## src/rtl/config_loader.sv

```systemverilog
// Configuration loader: assembles a word stream into a shadow image and
// commits it to config_out only after the trailing checksum matches.
module config_loader #(
    parameter int CONFIG_WIDTH = 65,
    parameter int WORD_WIDTH   = 8
) (
    input  logic                    clock,
    input  logic                    nreset,
    input  logic                    start,
    input  logic                    abort,
    input  logic [WORD_WIDTH-1:0]   data_in,
    input  logic                    data_valid,
    output logic                    data_ready,
    output logic [CONFIG_WIDTH-1:0] config_out,
    output logic                    config_valid,
    output logic                    busy,
    output logic                    error
);

    localparam int NWORDS = (CONFIG_WIDTH + WORD_WIDTH - 1) / WORD_WIDTH;
    localparam int CNT_W  = $clog2(NWORDS + 1);

    localparam logic [1:0] ST_IDLE  = 2'd0;
    localparam logic [1:0] ST_LOAD  = 2'd1;
    localparam logic [1:0] ST_CHECK = 2'd2;

    localparam logic [CNT_W-1:0] LAST_WORD = CNT_W'(NWORDS - 1);

    logic [1:0]              state_q, state_d;
    logic [CNT_W-1:0]        cnt_q, cnt_d;
    logic [WORD_WIDTH-1:0]   acc_q, acc_d;
    logic [CONFIG_WIDTH-1:0] shadow_q, shadow_d;
    logic [CONFIG_WIDTH-1:0] cfg_q, cfg_d;
    logic                    vld_q, vld_d;
    logic                    err_q, err_d;
    logic                    busy_q, busy_d;

    // Bits of the last word that fall past CONFIG_WIDTH are shifted out here.
    logic [CONFIG_WIDTH-1:0] word_pos;
    logic [CONFIG_WIDTH-1:0] word_mask;
    int                      shamt;

    // Next-state logic: handshake, word placement, checksum and commit.
    always_comb begin
        state_d   = state_q;
        cnt_d     = cnt_q;
        acc_d     = acc_q;
        shadow_d  = shadow_q;
        cfg_d     = cfg_q;
        vld_d     = vld_q;
        err_d     = err_q;
        busy_d    = busy_q;
        shamt     = int'(cnt_q) * WORD_WIDTH;
        word_pos  = CONFIG_WIDTH'(data_in) << shamt;
        word_mask = CONFIG_WIDTH'({WORD_WIDTH{1'b1}}) << shamt;

        case (state_q)
            ST_IDLE: begin
                if (start) begin
                    state_d  = ST_LOAD;
                    cnt_d    = '0;
                    acc_d    = '0;
                    shadow_d = '0;
                    err_d    = 1'b0;
                    busy_d   = 1'b1;
                end
            end
            ST_LOAD: begin
                if (abort) begin
                    state_d = ST_IDLE;
                    busy_d  = 1'b0;
                end else if (data_valid) begin
                    shadow_d = (shadow_q & ~word_mask) | word_pos;
                    acc_d    = acc_q + data_in;
                    if (cnt_q == LAST_WORD) begin
                        state_d = ST_CHECK;
                    end else begin
                        cnt_d = cnt_q + CNT_W'(1);
                    end
                end
            end
            ST_CHECK: begin
                if (abort) begin
                    state_d = ST_IDLE;
                    busy_d  = 1'b0;
                end else if (data_valid) begin
                    if (data_in == acc_q) begin
                        cfg_d = shadow_q;
                        vld_d = 1'b1;
                    end else begin
                        err_d = 1'b1;
                    end
                    state_d = ST_IDLE;
                    busy_d  = 1'b0;
                end
            end
            default: begin
                state_d = ST_IDLE;
                busy_d  = 1'b0;
            end
        endcase
    end

    // State registers with synchronous active-low reset.
    always_ff @(posedge clock) begin
        if (!nreset) begin
            state_q  <= ST_IDLE;
            cnt_q    <= '0;
            acc_q    <= '0;
            shadow_q <= '0;
            cfg_q    <= '0;
            vld_q    <= 1'b0;
            err_q    <= 1'b0;
            busy_q   <= 1'b0;
        end else begin
            state_q  <= state_d;
            cnt_q    <= cnt_d;
            acc_q    <= acc_d;
            shadow_q <= shadow_d;
            cfg_q    <= cfg_d;
            vld_q    <= vld_d;
            err_q    <= err_d;
            busy_q   <= busy_d;
        end
    end

    assign data_ready   = busy_q;
    assign busy         = busy_q;
    assign config_out   = cfg_q;
    assign config_valid = vld_q;
    assign error        = err_q;

endmodule
```

## config.mk

```make
export PLATFORM = sky130hd
export DESIGN_NAME = config_loader
export DESIGN_NICKNAME = d
export VERILOG_FILES = /design/src/rtl/config_loader.sv
export SDC_FILE = /design/constraint.sdc
export NUM_CORES = 1
export LEC_CHECK = 0
export ABC_AREA = 0
export CAP_MARGIN = 15
export CORE_MARGIN = 2
export CORE_UTILIZATION = 27
export CTS_CLUSTER_DIAMETER = 150
export DETAILED_ROUTE_END_ITERATION = 8
export GPL_TIMING_DRIVEN = 0
export PLACE_DENSITY_LB_ADDON = 0.12
export SLEW_MARGIN = 10
export SYNTH_ARGS = -nofsm -noshare
export SYNTH_HDL_FRONTEND = slang
export SYNTH_SLANG_ARGS = --single-unit
```

## constraint.sdc

```tcl
create_clock -name clock -period 3.9 [get_ports clock]
set_input_delay 0.585 -clock clock [delete_from_list [all_inputs] [get_ports clock]]
set_output_delay 0.585 -clock clock [all_outputs]
set_load 0.05 [all_outputs]
```

==> results by group <==
Outcome
  – Status: complete, no violations

Timing
  – Final setup margin: 1055 ps
  – Max-slew violations: 0
  – RSZ-0062 raised after global routing: false
  – Endpoints failing hold: 0
  – Endpoints failing setup: 0
  – Post-layout min period: 2845 ps
  – Fmax: 0.3515 GHz
  – Worst Clk Skew: 5.841 ps
  – Final TNS setup: 0 ps
  – Final period utilization: 0.7294
  – Slew margin rel.: 0.4453
  – Slew @ Worst Pin: 832.1 ps

Clock network
  – Clk slew on worst S/H paths: 60 ps
  – Root Driver: clkbuf_16
  – Number of setup buffers added after CTS: 0
  – Clock Sinks: 147
  – TritonCTS clock tree: yes
  – Clock buffer count from CTS: 17
  – Worst-Skew Late Latency: 420 ps
  – Resized Gates After CTS: 0
  – H-tree depth: 4
  – Hold Buf Count CTS: 0
  – Clk buf depth: 2

Critical path
  – Setup Crit Path Kind: input pin to flip-flop
  – Arr. time, crit path: 3150 ps
  – Worst Setup Start Kind: input pin
  – CP Data Required Time: 4210 ps
  – CP Capture Type: flip-flop
  – Worst-path fanout max: 10

Logic synthesis
  – Post-Syn Area per Cell: 9.215 sq um
  – Syn Inst Count: 655
  – Post-synth EDFFs: 0
  – Synth cell count leaders: nand2_1 (148), dfxtp_1 (147), nor2b_1 (68)
  – Most used flip-flop cell after synthesis: dfxtp_1
  – Warnings from Yosys: 0
  – Dominant cell type by area after synthesis: dfxtp_1
  – Async S/R FF share, synth: 0
  – Yosys cell types: 46
  – Count leader, synth: nand2_1
  – Top post-synthesis cells by area: dfxtp_1 (49%), nand2_1 (9.2%), a22oi_1 (8.0%), nor2b_1 (7.0%), a21boi_0 (6.5%)
  – #FFs+latches synth: 147
  – Register area share after synthesis: 0.4876
  – Yosys top cell area share: 0.4876
  – Area of the mapped netlist: 6036 sq um
  – Syn Nets: 682

Pwr
  – Pwr dens: 428.4 nW/um^2
  – LEAKAGE: 2.501 nW
  – Max VDD drop: 0.2661 mV

GRT
  – Global-route wire length before repair: 26.81 mm
  – Total global routing overflow: 0
  – Number of global-route vias before repair: 4860
  – All-Layer GR Usage: 0.1466
  – Initial antenna violation count: 0
  – Largest net degree at the start of global routing: 17

Placement
  – GPL Wtd Cong: 0.7956
  – Dpl ws: 620.6 ps
  – Port buffer count: 81
  – HPWL after detailed placement: 11.91 mm
  – Inst Count DP: 1016

Detailed routing
  – Drt drc: 0
  – Final WL: 17.06 mm
  – Routed Antenna Nets: 0
  – DRT iter0 DRCs: 273
  – Vias per inst: 4.726
  – Via count: 4948
  – Avg WL per Cell: 16.29 microns
  – DR pass1 iterations: 4

Hold path
  – HP Class: flip-flop to flip-flop

Floorplan
  – Die Wd: 153.5 microns
  – Core area: 21890 sq um
  – Die area: 23570 sq um
  – Initial Utilization: 0.2757
  – # IOs: 82
  – Chip height: 153.5 microns
  – Row Count: 54

Flow run
  – Max Cap Viol: 0

Finish
  – # nets final: 782
  – Area Growth Syn to Fin: 28.98%
  – Fin cells: 1047
  – Layout cells sized above 1: 0.08214
  – Final Util: 0.3556
  – Diodes inserted: 0
[power by group]
part | switching (W) | internal [W] | leakage (nW)
combinational | 0.000119 | 0.0000659 | 1.03
sequential | 0.00000569 | 0.00151 | 1.18
clock | 0.000630 | 0.00101 | 0.289
[registers in the layout, summed over array words and instances, names as in the netlist]
| signal | cells |
|---|---|
| error | 1 |
| state_q | 2 |
| config_out | 65 |
| cnt_q | 4 |
| shadow_q | 65 |
| config_valid | 1 |
| busy | 1 |
| acc_q | 8 |
[metal layers]
layer / vias up / global-route usage / part of all wire
met3: 22 / 0.03636 / 0.053
li1: 2442 / - / -
met2: 125 / 0.2400 / 0.47
met5: - / 0 / 0
met4: 0 / 0.04500 / 0.015
met1: 2359 / 0.1910 / 0.46
[final timing paths]
check / start / to / slack (ps) / cells past startpoint
worst max-delay path: data_in[0] / config_out[63] / 1060 / 9
worst min-delay path: config_out[34] / config_out[34] / 460 / 2
worst max register to register: acc_q[2] / config_out[63] / 1680 / 8
worst min register to register: config_out[34] / config_out[34] / 460 / 2
[logic make-up (layout without fill, tap and decap cells)]
group / after synthesis / after routing / share of synthesized area
compound gates: 172 / 172 / 0.2042
xor+xnor: 5 / 5 / 0.007255
fa+ha+maj: 14 / 14 / 0.03027
buf+inv: 49 / 161 / 0.03856
flops: 147 / 147 / 0.4876
mux: 1 / 1 / 0.001658
simple gates: 267 / 267 / 0.2305
[worst max-delay path: stages]
cell and delay (ps):
clkdlybuf4s50_1 880, ha_1 370, nor4_1 210, nand4_1 220
or2_1 270, buf_2 200, buf_2 230, nand2_1 100
a21boi_0 80
[cell usage in the layout (no fill, tap or decap), types with 17 or more instances in the layout]
cell type,count
nand2_1,148
dfxtp_1,147
clkdlybuf4s50_1,81
nor2b_1,68
a22oi_1,64
a21boi_0,52
clkbuf_1,20
a21boi_1,20
a21oi_1,17
clkbuf_16,17
[through the flow]
step                total power (W)  hold slack, ps  cell area, sq um
global placement           0.001730           445.7              7197
CTS                        0.003373           460.6              7785
detailed placement         0.001732           452.6              7197
finish                     0.003335           455.3              7785
floorplan                  0.001659           430.4              6036
global route               0.003449           475.6              7785
[layout make-up]
| cell class | count | area [sq um] |
|---|---|---|
| fill | 2246 | 14110 |
| sequential | 147 | 2943 |
| multi-input combinational | 459 | 2860 |
| timing repair buffer | 81 | 810.8 |
| clock buffer | 23 | 488.0 |
| tap | 280 | 350.3 |
| buffer | 42 | 206.4 |
| clock inverter | 8 | 100.1 |
| inverter | 7 | 26.28 |
Note: power is estimated with default switching activity, not from simulation.
